File: config.mk
export PLATFORM = sky130hd
export DESIGN_NAME = bcd_conv_arbiter_flat
export DESIGN_NICKNAME = d
export VERILOG_FILES = /design/src/rtl/bcd_pkg.sv /design/src/rtl/bcd_conv_arbiter_if.sv /design/src/rtl/bcd_conv_arbiter_rr.sv /design/src/rtl/bcd_conv_arbiter.sv /design/src/flat_wrapper.sv
export SDC_FILE = /design/constraint.sdc
export NUM_CORES = 1
export LEC_CHECK = 0
export ABC_CLOCK_PERIOD_IN_PS = 3150
export CORE_AREA = 2 2 94 96
export DETAILED_ROUTE_END_ITERATION = 7
export DIE_AREA = 0 0 96 98
export PLACE_DENSITY_LB_ADDON = 0.08
export SKIP_LAST_GASP = 1
export SYNTH_ARGS = -nofsm -noshare
export SYNTH_HDL_FRONTEND = slang
export SYNTH_SLANG_ARGS = --single-unit
File: constraint.sdc
create_clock -name clk -period 3.15 [get_ports clk]
set_input_delay 0.7875 -clock clk [delete_from_list [all_inputs] [get_ports clk]]
set_output_delay 0.7875 -clock clk [all_outputs]
set_load 0.1 [all_outputs]
File: src/rtl/bcd_pkg.sv
// Shared constants, state encoding and operand saturation
// for the shared bin2bcd converter arbiter.
package bcd_pkg;

    localparam int DW          = 20;
    localparam int BCD_MAX     = 99999;
    localparam int CONV_PERIOD = 22;

    typedef enum logic [2:0] {
        IDLE,
        GRANT,
        SYNC,
        WAIT,
        DELIVER
    } state_t;

    // Returns {ovf, operand}: operand clamped to the 5-digit range.
    function automatic logic [DW:0] saturate(input logic [DW-1:0] v);
        if (v > DW'(BCD_MAX)) begin
            return {1'b1, DW'(BCD_MAX)};
        end
        return {1'b0, v};
    endfunction

endpackage

File: src/rtl/bcd_conv_arbiter_if.sv
// Requester-side bundle: level requests, operands and the
// tagged result returned with the ack pulse.
interface bcd_conv_arbiter_if
    import bcd_pkg::*;
#(
    parameter int NREQ = 4,
    parameter int IDW  = 3
);

    logic [NREQ-1:0]    req;
    logic [NREQ*DW-1:0] req_bin;
    logic [NREQ-1:0]    ack;
    logic [DW-1:0]      result_bcd;
    logic [IDW-1:0]     result_id;
    logic               result_valid;
    logic               result_ovf;
    logic               result_err;
    logic               busy;

    modport master (
        output req,
        output req_bin,
        input  ack,
        input  result_bcd,
        input  result_id,
        input  result_valid,
        input  result_ovf,
        input  result_err,
        input  busy
    );

    modport slave (
        input  req,
        input  req_bin,
        output ack,
        output result_bcd,
        output result_id,
        output result_valid,
        output result_ovf,
        output result_err,
        output busy
    );

endinterface

File: src/rtl/bcd_conv_arbiter_rr.sv
// Round-robin next-winner search starting just above ptr,
// wrapping modulo NREQ.
module rr_arbiter #(
    parameter int NREQ = 4,
    parameter int IDW  = 3
) (
    input  logic [NREQ-1:0] req,
    input  logic [IDW-1:0]  ptr,
    output logic [IDW-1:0]  gnt,
    output logic            any
);

    logic hi;
    logic lo;

    // First pass takes indices above ptr; second pass wraps to the bottom.
    always_comb begin
        gnt = '0;
        hi  = 1'b0;
        lo  = 1'b0;
        for (int i = 0; i < NREQ; i++) begin
            if (req[i] && !hi && (IDW'(i) > ptr)) begin
                hi  = 1'b1;
                gnt = IDW'(i);
            end
        end
        for (int i = 0; i < NREQ; i++) begin
            if (req[i] && !hi && !lo) begin
                lo  = 1'b1;
                gnt = IDW'(i);
            end
        end
    end

    assign any = |req;

endmodule

File: src/rtl/bcd_conv_arbiter.sv
// Shares one free-running bin2bcd converter between NREQ requesters,
// returning saturated, requester-tagged 5-digit BCD results.
module bcd_conv_arbiter
    import bcd_pkg::*;
#(
    parameter int NREQ        = 4,
    parameter int IDW         = 3,
    parameter int TIMEOUT_CYC = 64
) (
    input  logic                clk,
    input  logic                rst_n,
    bcd_conv_arbiter_if.slave   bus,
    output logic [DW-1:0]       conv_bin,
    input  logic [DW-1:0]       conv_bcd,
    input  logic                conv_done
);

    localparam int TW = (TIMEOUT_CYC > 1) ? $clog2(TIMEOUT_CYC) : 1;

    state_t         state;
    state_t         nxt;
    logic [IDW-1:0] ptr;
    logic [IDW-1:0] sel;
    logic [IDW-1:0] gnt;
    logic           any;
    logic           done_d;
    logic           done_rise;
    logic           ovf;
    logic           tmo;
    logic [TW-1:0]  timer;
    logic [DW-1:0]  slice;
    logic [DW-1:0]  res_bcd;
    logic [IDW-1:0] res_id;
    logic           res_ovf;
    logic           res_err;

    rr_arbiter #(
        .NREQ (NREQ),
        .IDW  (IDW)
    ) u_arb (
        .req  (bus.req),
        .ptr  (ptr),
        .gnt  (gnt),
        .any  (any)
    );

    assign done_rise        = conv_done & ~done_d;
    assign tmo              = (timer == TW'(TIMEOUT_CYC - 1));
    assign bus.busy         = (state != IDLE);
    assign bus.result_valid = (state == DELIVER);
    assign bus.result_bcd   = res_bcd;
    assign bus.result_id    = res_id;
    assign bus.result_ovf   = res_ovf;
    assign bus.result_err   = res_err;

    always_comb begin
        bus.ack = '0;
        for (int i = 0; i < NREQ; i++) begin
            bus.ack[i] = (state == DELIVER) && (sel == IDW'(i));
        end
    end

    always_comb begin
        slice = '0;
        for (int i = 0; i < NREQ; i++) begin
            if (gnt == IDW'(i)) begin
                slice = bus.req_bin[DW*i +: DW];
            end
        end
    end

    always_ff @(posedge clk or negedge rst_n) begin
        if (!rst_n) begin
            state <= IDLE;
        end else begin
            state <= nxt;
        end
    end

    always_comb begin
        nxt = state;
        case (state)
            IDLE:    if (any) nxt = GRANT;
            GRANT:   nxt = any ? SYNC : IDLE;
            SYNC: begin
                if (done_rise) begin
                    nxt = WAIT;
                end else if (tmo) begin
                    nxt = DELIVER;
                end
            end
            WAIT:    if (done_rise || tmo) nxt = DELIVER;
            DELIVER: nxt = IDLE;
            default: nxt = IDLE;
        endcase
    end

    // Result fields update only on the way into DELIVER, so they
    // hold their last values in every other state.
    always_ff @(posedge clk or negedge rst_n) begin
        if (!rst_n) begin
            ptr      <= IDW'(NREQ - 1);
            sel      <= '0;
            ovf      <= 1'b0;
            conv_bin <= '0;
            done_d   <= 1'b0;
            timer    <= '0;
            res_bcd  <= '0;
            res_id   <= '0;
            res_ovf  <= 1'b0;
            res_err  <= 1'b0;
        end else begin
            done_d <= conv_done;
            case (state)
                GRANT: begin
                    if (any) begin
                        sel             <= gnt;
                        ptr             <= gnt;
                        {ovf, conv_bin} <= saturate(slice);
                        timer           <= '0;
                    end
                end
                SYNC: begin
                    if (done_rise) begin
                        timer <= '0;
                    end else if (tmo) begin
                        res_bcd <= '0;
                        res_err <= 1'b1;
                        res_id  <= sel;
                        res_ovf <= ovf;
                    end else begin
                        timer <= timer + TW'(1);
                    end
                end
                WAIT: begin
                    if (done_rise) begin
                        res_bcd <= conv_bcd;
                        res_err <= 1'b0;
                        res_id  <= sel;
                        res_ovf <= ovf;
                    end else if (tmo) begin
                        res_bcd <= '0;
                        res_err <= 1'b1;
                        res_id  <= sel;
                        res_ovf <= ovf;
                    end else begin
                        timer <= timer + TW'(1);
                    end
                end
                default: ;
            endcase
        end
    end

endmodule

File: src/flat_wrapper.sv
// flat-port wrapper written by rule: the top's interface ports become plain ports
module bcd_conv_arbiter_flat import bcd_pkg::*;
#(
    parameter int NREQ        = 4,
    parameter int IDW         = 3,
    parameter int TIMEOUT_CYC = 64
)
  (clk, rst_n, conv_bin, conv_bcd, conv_done, bus_req, bus_req_bin, bus_ack, bus_result_bcd, bus_result_id, bus_result_valid, bus_result_ovf, bus_result_err, bus_busy);
  bcd_conv_arbiter_if #(.NREQ(NREQ), .IDW(IDW)) bus_i ();
  input  logic clk;
  input  logic rst_n;
  output logic [DW-1:0] conv_bin;
  input  logic [DW-1:0] conv_bcd;
  input  logic conv_done;
  input wire logic [$bits(bus_i.req)-1:0] bus_req;
  input wire logic [$bits(bus_i.req_bin)-1:0] bus_req_bin;
  output wire logic [$bits(bus_i.ack)-1:0] bus_ack;
  output wire logic [$bits(bus_i.result_bcd)-1:0] bus_result_bcd;
  output wire logic [$bits(bus_i.result_id)-1:0] bus_result_id;
  output wire logic [$bits(bus_i.result_valid)-1:0] bus_result_valid;
  output wire logic [$bits(bus_i.result_ovf)-1:0] bus_result_ovf;
  output wire logic [$bits(bus_i.result_err)-1:0] bus_result_err;
  output wire logic [$bits(bus_i.busy)-1:0] bus_busy;
  assign bus_i.req = bus_req;
  assign bus_i.req_bin = bus_req_bin;
  assign bus_ack = bus_i.ack;
  assign bus_result_bcd = bus_i.result_bcd;
  assign bus_result_id = bus_i.result_id;
  assign bus_result_valid = bus_i.result_valid;
  assign bus_result_ovf = bus_i.result_ovf;
  assign bus_result_err = bus_i.result_err;
  assign bus_busy = bus_i.busy;
  bcd_conv_arbiter #(.NREQ(NREQ), .IDW(IDW), .TIMEOUT_CYC(TIMEOUT_CYC)) u_core (.clk(clk), .rst_n(rst_n), .bus(bus_i), .conv_bin(conv_bin), .conv_bcd(conv_bcd), .conv_done(conv_done));
endmodule
==> results of run 1 <==
## stage by stage
stage / utilization [%] / power, mW / worst slack, ns / cell area [um^2] / TNS, ns
after CTS: 67.2 / 6.01 / 0.0779 / 5690 / 0
after floorplan: - / 3.90 / 0.162 / 3460 / 0
after global routing: 67.9 / 6.35 / -0.00932 / 5750 / -0.0105
final: 67.9 / 6.06 / 0.0881 / 5750 / 0
after detailed placement: 64.2 / 5.14 / -0.444 / 5430 / -6.04
after global placement: 64.2 / 5.08 / -0.280 / 5430 / -3.71
## kinds of logic after synthesis
group	count (synthesis)
compound gates	138
fa+ha+maj	1
buf+inv	32
mux	6
simple gates	153
flops	60
## registers in the layout (all words and copies together) (netlist names)
register,cells
u_core.bus.result_ovf,1
u_core.timer,6
u_core.ptr,2
u_core.done_d,1
u_core.ovf,1
u_core.sel,2
u_core.bus.result_err,1
u_core.bus.result_bcd,20
u_core.bus.result_id,3
u_core.conv_bin,20
u_core.state,3
## repair_timing
item,in CTS,in global routing
endpoints found under the setup margin,9,13
pin swaps,0,1
resized for setup,3,15
## Yosys cell counts (all sizes together) (2+ instances only)
library cell / instances / share of area [%]
inv: 13 / 1.4
nor3: 14 / 2.0
and2: 7 / 1.3
nor2: 25 / 2.8
nand2: 59 / 6.4
buf: 8 / 1.3
a41oi: 2 / 0.51
a21oi: 17 / 2.5
and3: 6 / 1.1
o21ai: 44 / 6.6
a32oi: 2 / 0.51
mux2i: 3 / 0.87
or3: 5 / 1.1
a211oi: 3 / 0.65
o22ai: 6 / 1.1
nand4: 3 / 0.54
a311o: 2 / 0.58
mux2: 3 / 0.98
or2: 3 / 0.55
dfstp: 2 / 1.5
a31o: 3 / 0.76
nand2b: 2 / 0.36
o2bb2ai: 3 / 0.76
a21boi: 2 / 0.44
a31oi: 8 / 1.5
a22o: 5 / 1.3
o311a: 2 / 0.91
o32ai: 8 / 2.0
o211a: 4 / 1.2
a22oi: 7 / 1.7
nor2b: 4 / 0.80
nor3b: 4 / 0.87
dfrtp: 58 / 42
a221o: 3 / 0.87
o211ai: 8 / 2.0
nand3: 17 / 2.5
clkbuf: 11 / 1.3
o311ai: 2 / 0.94
## layout make-up
type                    instances  share of cell area [%]
clock buffers                  10                    2.39
clock inverters                 5                    1.74
inverters                      13                   0.848
multi-input cells             298                    32.9
flip-flops and latches         60                    26.1
well taps                     108                    2.35
repair buffers                222                    33.6
## routing by layer
layer	vias to the layer above	wire length, um	GRT usage [%]
met2	154	6070	43.3
met4	0	364	10.2
met5	-	0	0
met3	35	642	6.02
li1	1886	-	-
met1	1919	5250	34.0
## worst reg2reg max path: stages, from the launching register on
cell      delay [ns]
dfstp_2         0.70
o21ai_1         0.21
o211ai_2        0.36
buf_6           0.17
a31o_2          0.17
or4b_1          0.49
a311o_1         0.34
o221a_1         0.21
## final timing paths
path	slack, ns	endpoint	cells after the start	start
max in group asynchronous	2.05	u_core.conv_bin[7]	2	rst_n
min in group asynchronous	0.61	u_core.bus.result_id[1]	2	rst_n
hold / removal	0.49	u_core.conv_bin[17]	1	u_core.conv_bin[17]
setup reg to reg	0.40	u_core.conv_bin[7]	7	u_core.ptr[1]
setup / recovery	0.09	u_core.conv_bin[7]	10	bus_req[3]
hold reg to reg	0.49	u_core.conv_bin[17]	1	u_core.conv_bin[17]
## power by group
part	leakage, nW	internal [mW]	switching (mW)
logic	1.68	1.19	2.72
clock network	0.122	0.540	0.301
registers	0.727	1.06	0.248
==> results.txt, run 1 <==
The run finished with clean final reports. The y dimension of the die is 98 um. In this run the clock root is driven by a clkbuf_8. The final cycle utilization of the critical path came out at 97.2%. The fraction of registers with async set or reset after synthesis came out at 100%. The routed wire length is 12,300 um.

STA classifies the critical path startpoint as a primary input. The total grt overflow came out at 0. The kind of end point of the critical path is a flip-flop. The critical path goes through clkdlybuf4s50_1 -> buf_4 -> or2_1 -> buf_4 -> o211ai_2 -> o22ai_1 -> a21oi_1 -> or4b_1 -> a311o_1 -> o221a_1. The library cell contributing the largest single delay on the critical path is or4b_1. The arithmetic-cell share of the synthesized area counting full adders, half adders and majority gates came out at 0.363%.

The pin count of the biggest net entering global routing came out at 61. The fraction of layout instances using a drive strength above 1 is 27.1%. The maximum operating frequency came out at 327 MHz. The worst slew margin relative to its limit is 18.7%. Clock-pin slew was measured on the worst setup and hold paths at roughly 0.060 ns. Routability-driven placement finished with a final weighted congestion of between 0.9 and 1. In the layout the commonest cells are buf_4 (115), clkdlybuf4s50_1 (103), nand2_1 (58), dfrtp_1 (58), o21ai_0 (39). The number of inserted filler cells in the final layout is 719. The power per cell area is 1050 mW/mm^2. The maximum VDD drop is 0.748 mV. After the first detailed-routing iteration, the DRC count stood at 253.

The most common library cell in the layout ignoring fill and taps is buf_4. Dividing the detail-routed via count by the number of cells gives 5.58. The worst hold margin came out at a little under 0.5 ns. The relative area change from synthesis to final layout came out at 67.0%. The final-stage net count came out at 712. No sink is reached through more buffers than the 2 on the longest clock path.

The net count after synthesis is 498. Setup violations remaining at the end of the flow were counted as 0. The area fraction in compound gates after synthesis is about 29%. The critical path contains buffers and inverters numbering 3 combined. The initial utilization of the core area, before any placement, comes to 40.7%.

The number of global-route vias before repair came out at between 3,000 and 4,000. By area, the combinational part of the netlist is dominated by compound AO/OA/AOI/OAI gates. Among all flip-flop cells after synthesis, the most frequent one is dfrtp_1. The number of warnings issued by yosys is 0. The simple logic cell fraction of the synthesized area came out at 21.3%. Clock skew on the completed layout was measured at 0.00567 ns.

On the worst path, the slowest cell contributes a delay of 0.56 ns. The mean area per synthesized cell came out at just under 9 um^2. The sequential cells in the finished layout cover a total of 0.00150 mm^2.

The area of the multi-input gates came out at 0.00189 mm^2. After detailed routing, the number of remaining DRC violations is 0. The detail route stage leaves a number of antenna-violating nets equal to 0. The count of input and output buffers is between 150 and 200. The area of the die is between 0.009 and 0.01 mm^2. Hold repair after CTS inserted 0 buffers.

The minimum clock period is 3.06 ns. For this block, the via count after detailed routing is 3,994. The number of optimization iterations in the first detailed-route pass came out at 5. The classification of the worst setup path is primary input to flip-flop.

The diode insertion count for antenna repair came out at 0. The number of flip-flops and latches in the synthesized netlist came out at 60. The number of enable flip-flop cells after synthesis is 0. The H-tree depth is 3. The routed wirelength normalized by instance count came out at roughly 17 um.

The XOR/XNOR share of the synthesized area came out at 0%. The number of buffers created by CTS came out at 9. The tree built by TritonCTS fans out to 60 sinks.

The tightest min-delay check is of the flip-flop to flip-flop type. The area of the mapped netlist is between 0.003 and 0.004 mm^2. The number of antenna violations at the first check in global routing is 0. The final number of hold-violating endpoints is 0. The portion of the post-synthesis area used by sequential elements is 43.7%.

The most numerous cell on the critical path is buf_4. The floorplan has 34 rows. Along the worst path, the maximum fanout reaches 6.

The multiplexer fraction of the synthesized cell area came out at 1.85%. Clock latency on the worst-skew pair, taken at its later pin, is 0.33 ns. In this run the post-CTS setup repair buffer count came out at 0. The final standard cell count with taps included and fillers excluded is 716. The kind of cell with the highest combined delay along the critical path is compound AO/OA/AOI/OAI gates. The gate count of the mapped netlist is 390.

The final HPWL from detailed placement came out at 9460 um. The data arrival time of the critical path came out at between 3 and 4 ns. The width of the die came out at around 96 um. The netlist uses 63 different library cells. The first-pass GRT wire length is 19,400 um. The cell count after placement came out at 701. The data required time at the worst endpoint came out at 3.37 ns. Summed over all cells, the static leakage comes to 2.53 nW.

The all-layer global routing usage is 26.6%. The slew at the pin closest to its max-slew limit came out at 1.22 ns. The I/O pin count is 158.

The number of max-slew violations in the final report came to 0. The total core area came out at 0.00847 mm^2. The number of maximum-capacitance constraint violations is 0.

TritonCTS built the clock tree.
Note: power is estimated with default switching activity, not from simulation.
==> run 2, diff against run 1 <==
--- a/config.mk
+++ b/config.mk
@@ -6,9 +6,9 @@
 export NUM_CORES = 1
 export LEC_CHECK = 0
 export ABC_CLOCK_PERIOD_IN_PS = 3150
-export CORE_AREA = 2 2 94 96
+export CORE_AREA = 8 8 100 102
 export DETAILED_ROUTE_END_ITERATION = 7
-export DIE_AREA = 0 0 96 98
+export DIE_AREA = 0 0 108 110
 export PLACE_DENSITY_LB_ADDON = 0.08
 export SKIP_LAST_GASP = 1
 export SYNTH_ARGS = -nofsm -noshare
==> run 2 against run 1 <==
Compared with the run above:
- maximum frequency up 0.71%
- clock-buffer cell count grew 3
- flip-flop and latch count unchanged
- first-iteration DRC count is 19% lower
- worst hold slack worse by 0.099 ns
- setup slack better by 0.022 ns
- register-to-register slack gained 0.03 ns
- critical endpoint is now u_core.conv_bin[12]
==> results.txt, run 2 (synthesis gave the netlist of run 1 again) <==
The number of max-slew violations in the final report came out at 0 (unchanged). The final standard cell count with taps included and fillers excluded is 725 (+1.3%). The final instance area was 0.00579 mm^2 (+0.65%). The data required time at the worst endpoint came out at 3.36 ns (about the same).

The worst hold margin was 0.394 ns (-0.0992 ns). The clock network latency to the later pin of the worst-skew pair came out at 0.33 ns (about the same). The slew at the pin closest to its max-slew limit came to 1.29 ns (+0.0780 ns). The detailed-routed wire length on met2 came to 6650 um (+9.6%). The routed wire length is 13,200 um (+7.1%). The worst setup path is launched from a primary input. The number of nets still failing antenna checks after routing came out at 0 (unchanged). The fraction of layout instances using a drive strength above 1 came out at 28.7% (+1.5 points). The width of the die is 108 um (+13%). Setup repair after global routing left no endpoint under its margin. The area of the die is 0.0119 mm^2 (+26%). The final standard cell utilization of the core was 68.4% (+0.44 points).

The number of optimization iterations in the first detailed-route pass came to 5 (unchanged). The final number of hold-violating endpoints came out at 0 (unchanged). The cell area after placement came out at 0.00548 mm^2 (+0.83%). The detailed route wirelength on metal3 came out at 803 um (+25%).

The total negative slack for setup checks came out at 0 ns (unchanged). TritonCTS built the clock tree. The final weighted congestion of routability-driven global placement came out at 0.961 (-3.3%).

Leaving out fill and tap cells, the most frequent cell in the layout is buf_4. The critical path in this run is classified as primary input to flip-flop. The leakage power total came out at 2.56 nW (+1.3%). The number of maximum-capacitance constraint violations is 0 (unchanged).

The total grt overflow came to 0 (unchanged). The data arrival time of the critical path came out at 3.25 ns (-0.03 ns). The number of antenna violations at the first check in global routing came out at 0 (unchanged). The number of hold-repair buffers added at the cts stage is 0 (unchanged). The detailed-routing wirelength on met1 was 5420 um (+3.2%). The run finished with clean final reports. The cell count after placement was 707 (+0.86%). The y dimension of the die came out at 110 um (+12%). The first-pass GRT wire length is 21,100 um (+8.3%). The biggest fanout along the worst timing path was 5 (-1). The tree is rooted in a clkbuf_8. The starting DRC count in detailed routing came out at 205 (-19%). The clock-pin slew on the worst setup and hold paths is 0.07 ns (about the same). The number of global-route vias before repair is 4,126 (+3.5%). The count of input and output buffers came out at 157 (unchanged). The relative area change from synthesis to final layout came out at 68.1%. The classification of the worst-slack hold path is primary input to async pin. The pin count of the biggest net entering global routing is 25 (-59%). The setup slack after placement came out at -0.384 ns (+0.0603 ns). The number of inserted filler cells in the final layout came out at 703 (-2.2%). The I/O pin count is 158 (unchanged).

The maximum operating frequency is 329 MHz (+0.71%). The clock sink count is 60 (unchanged). The total core area came out at 0.00847 mm^2 (unchanged).

The slack of the critical path came out at 0.110 ns (+0.0217 ns). The post-layout total power is 5.90 mW (-2.7%). The power per cell area came out at 1020 mW/mm^2 (-3.3%). The number of buffers created by CTS was 9 (unchanged). The number of standard-cell rows in the floorplan is 34 (unchanged). The DRC violation count after routing came out at 0 (unchanged). The overall via count from detail_route came out at 3,924 (-1.8%). The minimum clock period is 3.04 ns (-0.0217 ns). The maximum clock insertion buffer count is 2 (unchanged). Signal routing reaches up to met4. The final HPWL from detailed placement was 10,600 um (+12%). The per-cell via count in the routed design is 5.41 (-3.0%).

The final cycle utilization of the critical path came out at 96.5% (-0.69 points). STA classifies the critical path endpoint as a flip-flop. The initial standard-cell utilization of the core is 40.7% (unchanged).

The routed wirelength normalized by instance count is 18.2 um (+5.8%). The all-layer global routing usage is 22.6% (-4.0 points). The number of failing setup endpoints in the final timing report came to 0 (unchanged).

The final-stage net count came out at 721 (+1.3%). The worst slew margin relative to its limit is 13.5% (-5.2 points). The diode insertion count for antenna repair is 0 (unchanged). The clock tree skew after final layout was 0.0129 ns (+0.00723 ns). In the layout the commonest cells are buf_4 (124), clkdlybuf4s50_1 (102), nand2_1 (58), dfrtp_1 (58), o21ai_0 (39). The H-tree depth is 3 (unchanged). The maximum VDD drop came out at 0.712 mV (-4.9%).
-- run 2: layer usage --
metal | GRT usage [%] | up-vias
met5 | 0 | -
met4 | 8.33 | 0
met3 | 6.16 | 20
met2 | 38.0 | 126
met1 | 27.1 | 1872
li1 | - | 1906
-- run 2: critical path, cell delays in order --
cell	delay [ns]
clkdlybuf4s50_1	0.53
buf_4	0.16
nor2_1	0.04
a22o_1	0.24
or2_0	0.35
a311o_1	0.45
a22oi_2	0.25
nor2_2	0.10
buf_4	0.16
a22o_1	0.18
-- run 2: area by class of cell --
type / count / area (um^2) / area share [%]
clock buffer: 13 / 159 / 2.74
sequential: 60 / 1500 / 26.0
inverter: 13 / 48.8 / 0.843
tap: 108 / 135 / 2.33
timing repair buffer: 231 / 2010 / 34.6
multi-input combinational: 298 / 1930 / 33.3
clock inverter: 2 / 10.0 / 0.173
-- run 2: power breakdown --
group | internal (mW) | switching, mW | leakage, nW
Sequential | 1.06 | 0.244 | 0.727
Clock | 0.322 | 0.279 | 0.0893
Combinational | 1.25 | 2.74 | 1.74
Total | 2.63 | 3.26 | 2.56
-- run 2: repair_timing --
item	4_1_cts	5_1_grt
endpoints found under the setup margin	4	16
gates resized for setup	1	22
pin swaps	0	4
cloned	0	0
setup buffers	0	3
-- run 2: final timing paths --
path	from	end	slack, ns	cells past startpoint
worst max register to register	u_core.ptr[0]	u_core.conv_bin[12]	0.43	9
max in group asynchronous	rst_n	u_core.bus.result_bcd[19]	2.07	2
min in group clk	u_core.conv_bin[17]	u_core.conv_bin[17]	0.49	1
worst min register to register	u_core.conv_bin[17]	u_core.conv_bin[17]	0.49	1
worst min-delay path	rst_n	u_core.done_d	0.39	1
worst max-delay path	bus_req[0]	u_core.conv_bin[12]	0.11	10
==> RTL edit 1, RTL diff (settings of run 2) <==
`IDW` is set to 3 in 4 places; all go to 5.
--- a/src/rtl/bcd_conv_arbiter_if.sv
+++ b/src/rtl/bcd_conv_arbiter_if.sv
@@ -4,7 +4,7 @@
     import bcd_pkg::*;
 #(
     parameter int NREQ = 4,
-    parameter int IDW  = 3
+    parameter int IDW  = 5
 );
 
     logic [NREQ-1:0]    req;
--- a/src/rtl/bcd_conv_arbiter_rr.sv
+++ b/src/rtl/bcd_conv_arbiter_rr.sv
@@ -2,7 +2,7 @@
 // wrapping modulo NREQ.
 module rr_arbiter #(
     parameter int NREQ = 4,
-    parameter int IDW  = 3
+    parameter int IDW  = 5
 ) (
     input  logic [NREQ-1:0] req,
     input  logic [IDW-1:0]  ptr,
--- a/src/rtl/bcd_conv_arbiter.sv
+++ b/src/rtl/bcd_conv_arbiter.sv
@@ -4,7 +4,7 @@
     import bcd_pkg::*;
 #(
     parameter int NREQ        = 4,
-    parameter int IDW         = 3,
+    parameter int IDW         = 5,
     parameter int TIMEOUT_CYC = 64
 ) (
     input  logic                clk,
--- a/src/flat_wrapper.sv
+++ b/src/flat_wrapper.sv
@@ -2,7 +2,7 @@
 module bcd_conv_arbiter_flat import bcd_pkg::*;
 #(
     parameter int NREQ        = 4,
-    parameter int IDW         = 3,
+    parameter int IDW         = 5,
     parameter int TIMEOUT_CYC = 64
 )
   (clk, rst_n, conv_bin, conv_bcd, conv_done, bus_req, bus_req_bin, bus_ack, bus_result_bcd, bus_result_id, bus_result_valid, bus_result_ovf, bus_result_err, bus_busy);
Interface: changed (resized bus_result_id); port bits go from 158 to 160. The function was not compared with the original's and may differ.
==> RTL edit 1 against run 2 <==
Core utilization increased by 0.44 points; via count decreased by 0.87%; synthesized cell count decreased by 5.4%; synthesized area increased by 3.4%; critical path depth decreased by 2; sequential cell count increased by 2; cell area increased by 0.65%; sequential power increased by 6%; maximum frequency about the same; routed wire length increased by 1.2%; sequential share of layout area increased by 0.69 points; setup slack improved by 0.00062 ns; power increased by 7.4%.
==> RTL edit 1: results (changes against run 2) <==
* Status: finished, final reports clean (unchanged)
* Via-to-Cell Ratio at 5.61 (was 5.41)
* Hold WS at 0.469 ns (was 0.394 ns)
* Worst VDD drop at 1.00 mV (was 0.712 mV)
* Pin count of the biggest net entering global routing at 30 (was 25)
* Post-Synth XOR/XNOR Area at 0.492% (was 0%)
* Dpl cells at 675 (was 707)
* First-pass GRT wire length at 20.6 mm (was 21.1 mm)
* Crit path arrival time at 3.30 ns (was 3.25 ns)
* P_clk at 0.000703 W (was 0.000601 W)
* Post-Route WL at 13.4 mm (was 13.2 mm)
* Vias in the first global route at 3980 (was 4126)
* Worst Setup SP: bus_req[3] (was bus_req[0])
* DR iter-0 viols at 245 (was 205)
* Met1 global-route usage at 27.6% (was 27.1%)
* Post-DP HPWL at 10.4 mm (was 10.6 mm)
* Share of layout cells above drive strength 1 at 29.1% (was 28.7%)
* Fillcell total at 698 (was 703)
* Clock power share at 11.1% (was 10.2%)
* Reg2Reg Setup Slack at 0.26 ns (was 0.43 ns)
* Wirelength per Cell at 19.3 um (was 18.2 um)
* CP endpoint: u_core.conv_bin[6] (was u_core.conv_bin[12])
* Gate Count Post-Synth at 369 (was 390)
* Metal3 WL at 1.24 mm (was 803 um)
* Buffers on Ports at 159 (was 157)
* Met3 usage in global routing at 7.50% (was 6.16%)
* Placed inst area at 5540 um^2 (was 5480 um^2)
* Fin crit period at 3.04 ns (about the same)
* Post-synth top cells: dfrtp_1 (60), a21oi_1 (28), a22o_1 (28) (was nand2_1 (59), dfrtp_1 (58), o21ai_0 (39))
* Layout Skew at 0.0103 ns (was 0.0129 ns)
* Met2 GRT Util at 33.9% (was 38.0%)
==> RTL edit 1: cell types whose count changed in the layout (fill, tap and decap cells not counted), moves of 6 or more <==
| cell | delta |
|---|---|
| a21oi_1 | +10 |
| a22o_1 | +23 |
| a31oi_1 | -6 |
| a41oi_1 | +6 |
| and2_1 | +6 |
| buf_4 | -7 |
| nand2_1 | -33 |
| nor3_1 | -7 |
| o21ai_0 | -27 |
==> RTL edit 1: cell type report <==
type / instances / area (um^2) / share of cell area (%)
clock inverter: 3 / 42.5 / 0.730
timing repair buffer: 224 / 1950 / 33.5
tap: 108 / 135 / 2.32
clock buffer: 13 / 159 / 2.73
sequential: 62 / 1550 / 26.7
inverter: 8 / 30.0 / 0.515
multi-input combinational: 275 / 1950 / 33.5
==> RTL edit 1: critical path, stage by stage <==
cell and delay [ns]:
dlygate4sd2_1 0.33, or2_1 0.28, o221ai_2 0.28, nand3b_1 0.12
and4b_2 0.30, or4b_4 0.61, nor3_4 0.36, a311o_1 0.23
==> RTL edit 2, RTL diff (flow settings as in run 2) <==
Made on the original files. Encoding of `state_t`: now one-hot (5 bits for 5 states).
--- a/src/rtl/bcd_pkg.sv
+++ b/src/rtl/bcd_pkg.sv
@@ -6,12 +6,12 @@
     localparam int BCD_MAX     = 99999;
     localparam int CONV_PERIOD = 22;
 
-    typedef enum logic [2:0] {
-        IDLE,
-        GRANT,
-        SYNC,
-        WAIT,
-        DELIVER
+    typedef enum logic [4:0] {
+        IDLE    = 5'b00001,
+        GRANT   = 5'b00010,
+        SYNC    = 5'b00100,
+        WAIT    = 5'b01000,
+        DELIVER = 5'b10000
     } state_t;
 
     // Returns {ovf, operand}: operand clamped to the 5-digit range.
Check against the original RTL: same outputs for any inputs over 10 cycles, from zero or initial values and one cycle with rst_n low; not proved beyond that.
==> RTL edit 2 against run 2 <==
Synthesized area fell by 0.84%; critical endpoint is now u_core.conv_bin[5]; via count is 12% lower; clock power up 33%; sequential share of layout area rose by 2.3 points; highest routed layer unchanged; setup slack improved by 0.10 ns; sequential cell count grew 2; routed wire length shrank 15%; power fell by 18%; cell area down 5.0%; largest cell class unchanged; maximum frequency rose by 3.5%.
==> RTL edit 2: results (changes against run 2) <==
* Status: finished, final reports clean (unchanged)
* Share of layout cells above drive strength 1 at 26.0% (was 28.7%)
* Met3 usage in global routing at 6.86% (was 6.16%)
* Via-to-Cell Ratio at 5.28 (was 5.41)
* Pin count of the biggest net entering global routing at 46 (was 25)
* FFs w/ async S/R, synth at 100% (unchanged)
* Met1 global-route usage at 21.7% (was 27.1%)
* Metal3 WL at 824 um (was 803 um)
* CP max FO at 12 (was 5)
* First-pass GRT wire length at 18.1 mm (was 21.1 mm)
* Syn_area_per_cell at 9.68 um^2 (was 8.83 um^2)
* Setup slack at placement at -0.287 ns (was -0.384 ns)
* Non-clock inverters at 9 (was 13)
* Met2 GRT Util at 32.8% (was 38.0%)
* Power in combinational cells at 0.00281 W (was 0.00399 W)
* Net count, final at 649 (was 721)
* Seq area share at 28.3% (was 26.0%)
* Crit path arrival time at 3.15 ns (was 3.25 ns)
* Placer Congestion at 0.849 (was 0.961)
* Slew margin rel. at 28.8% (was 13.5%)
* Fillcell total at 715 (was 703)
* DRT Pass-1 Iters at 5 (unchanged)
* Number of non-clock buffers in the layout at 202 (was 231)
* Number of clock buffers in the layout at 13 (unchanged)
* Clock sinks at 62 (was 60)
* Netlist cell types at 65 (was 63)
* FF/Latch Area at 1560 um^2 (was 1500 um^2)
* Clk slew on worst S/H paths at 0.06 ns
* Final Power at 0.00482 W (was 0.00590 W)
* Internal Pwr Total at 0.00248 W (was 0.00263 W)
* Layout Skew at 0.00795 ns (was 0.0129 ns)
* Clk cell area share at 4.25% (was 2.92%)
* DR iter-0 viols at 144 (was 205)
* Diodes inserted at 0 (unchanged)
* GRT Resource Usage Total at 19.3% (was 22.6%)
* PostCTS Resize Cnt at 0 (was 1)
* Buffers on Ports at 157 (unchanged)
* Placed inst area at 5250 um^2 (was 5480 um^2)
* Synth top area cells: dfrtp_1 (43%), a22o_1 (6.7%), nor2_1 (4.3%) (was dfrtp_1 (42%), nand2_1 (6.4%), o21ai_0 (5.7%))
* Post-synth top cells: dfrtp_1 (59), nor2_1 (39), nand2_1 (28), o21ai_0 (28), a22o_1 (26) (was nand2_1 (59), dfrtp_1 (58), o21ai_0 (39))
* DR vias at 3452 (was 3924)
* Postcts setup bufs at 0 (unchanged)
* Wirelength per Cell at 17.3 um (was 18.2 um)
* Largest stage delay, worst path at 0.50 ns (was 0.53 ns)
* Sequential power at 0.00121 W (was 0.00131 W)
* Worst VDD drop at 0.978 mV (was 0.712 mV)
* Layout non-clock buf frac at 33.1% (was 34.6%)
* Multi-input gate count at 257 (was 298)
* Met2 wire length at 5.68 mm (was 6.65 mm)
* Cell leakage power at 2.52 nW (was 2.56 nW)
* Path type of the worst min-delay path: register to register (was input port to async pin)
* Metal-1 WL at 4.54 mm (was 5.42 mm)
* Dpl cells at 638 (was 707)
* Area occupied by multi-input gates at 1720 um^2 (was 1930 um^2)
* Vias in the first global route at 3719 (was 4126)
* Sequential-to-total area share from yosys stat at 45.5% (was 43.7%)
* Syn nets at 461 (was 498)
* Post-DP HPWL at 9.08 mm (was 10.6 mm)
==> RTL edit 2: worst paths after layout <==
check | startpoint | endpoint | cells past startpoint | slack [ns]
setup / recovery | bus_req[1] | u_core.conv_bin[5] | 11 | 0.21
hold / removal | u_core.conv_bin[11] | u_core.conv_bin[11] | 2 | 0.49
setup reg to reg | u_core.ptr[1] | u_core.conv_bin[15] | 9 | 0.41
hold reg to reg | u_core.conv_bin[11] | u_core.conv_bin[11] | 2 | 0.49
max in group asynchronous | rst_n | u_core.bus.result_bcd[2] | 2 | 1.79
min in group asynchronous | rst_n | u_core.timer[4] | 1 | 0.61
==> RTL edit 2: kinds of logic (layout without fill, tap and decap cells) <==
logic type	after synthesis	count (layout)	share of synthesized area [%]
AOI/OAI and AO/OA	139	139	30.8
xor gates and xnor gates	2	2	0.733
adders and majority gates	1	1	0.366
buffers and inverters	34	227	5.57
DFF	62	62	45.5
muxes	4	4	1.28
and+or+nand+nor	111	111	15.8
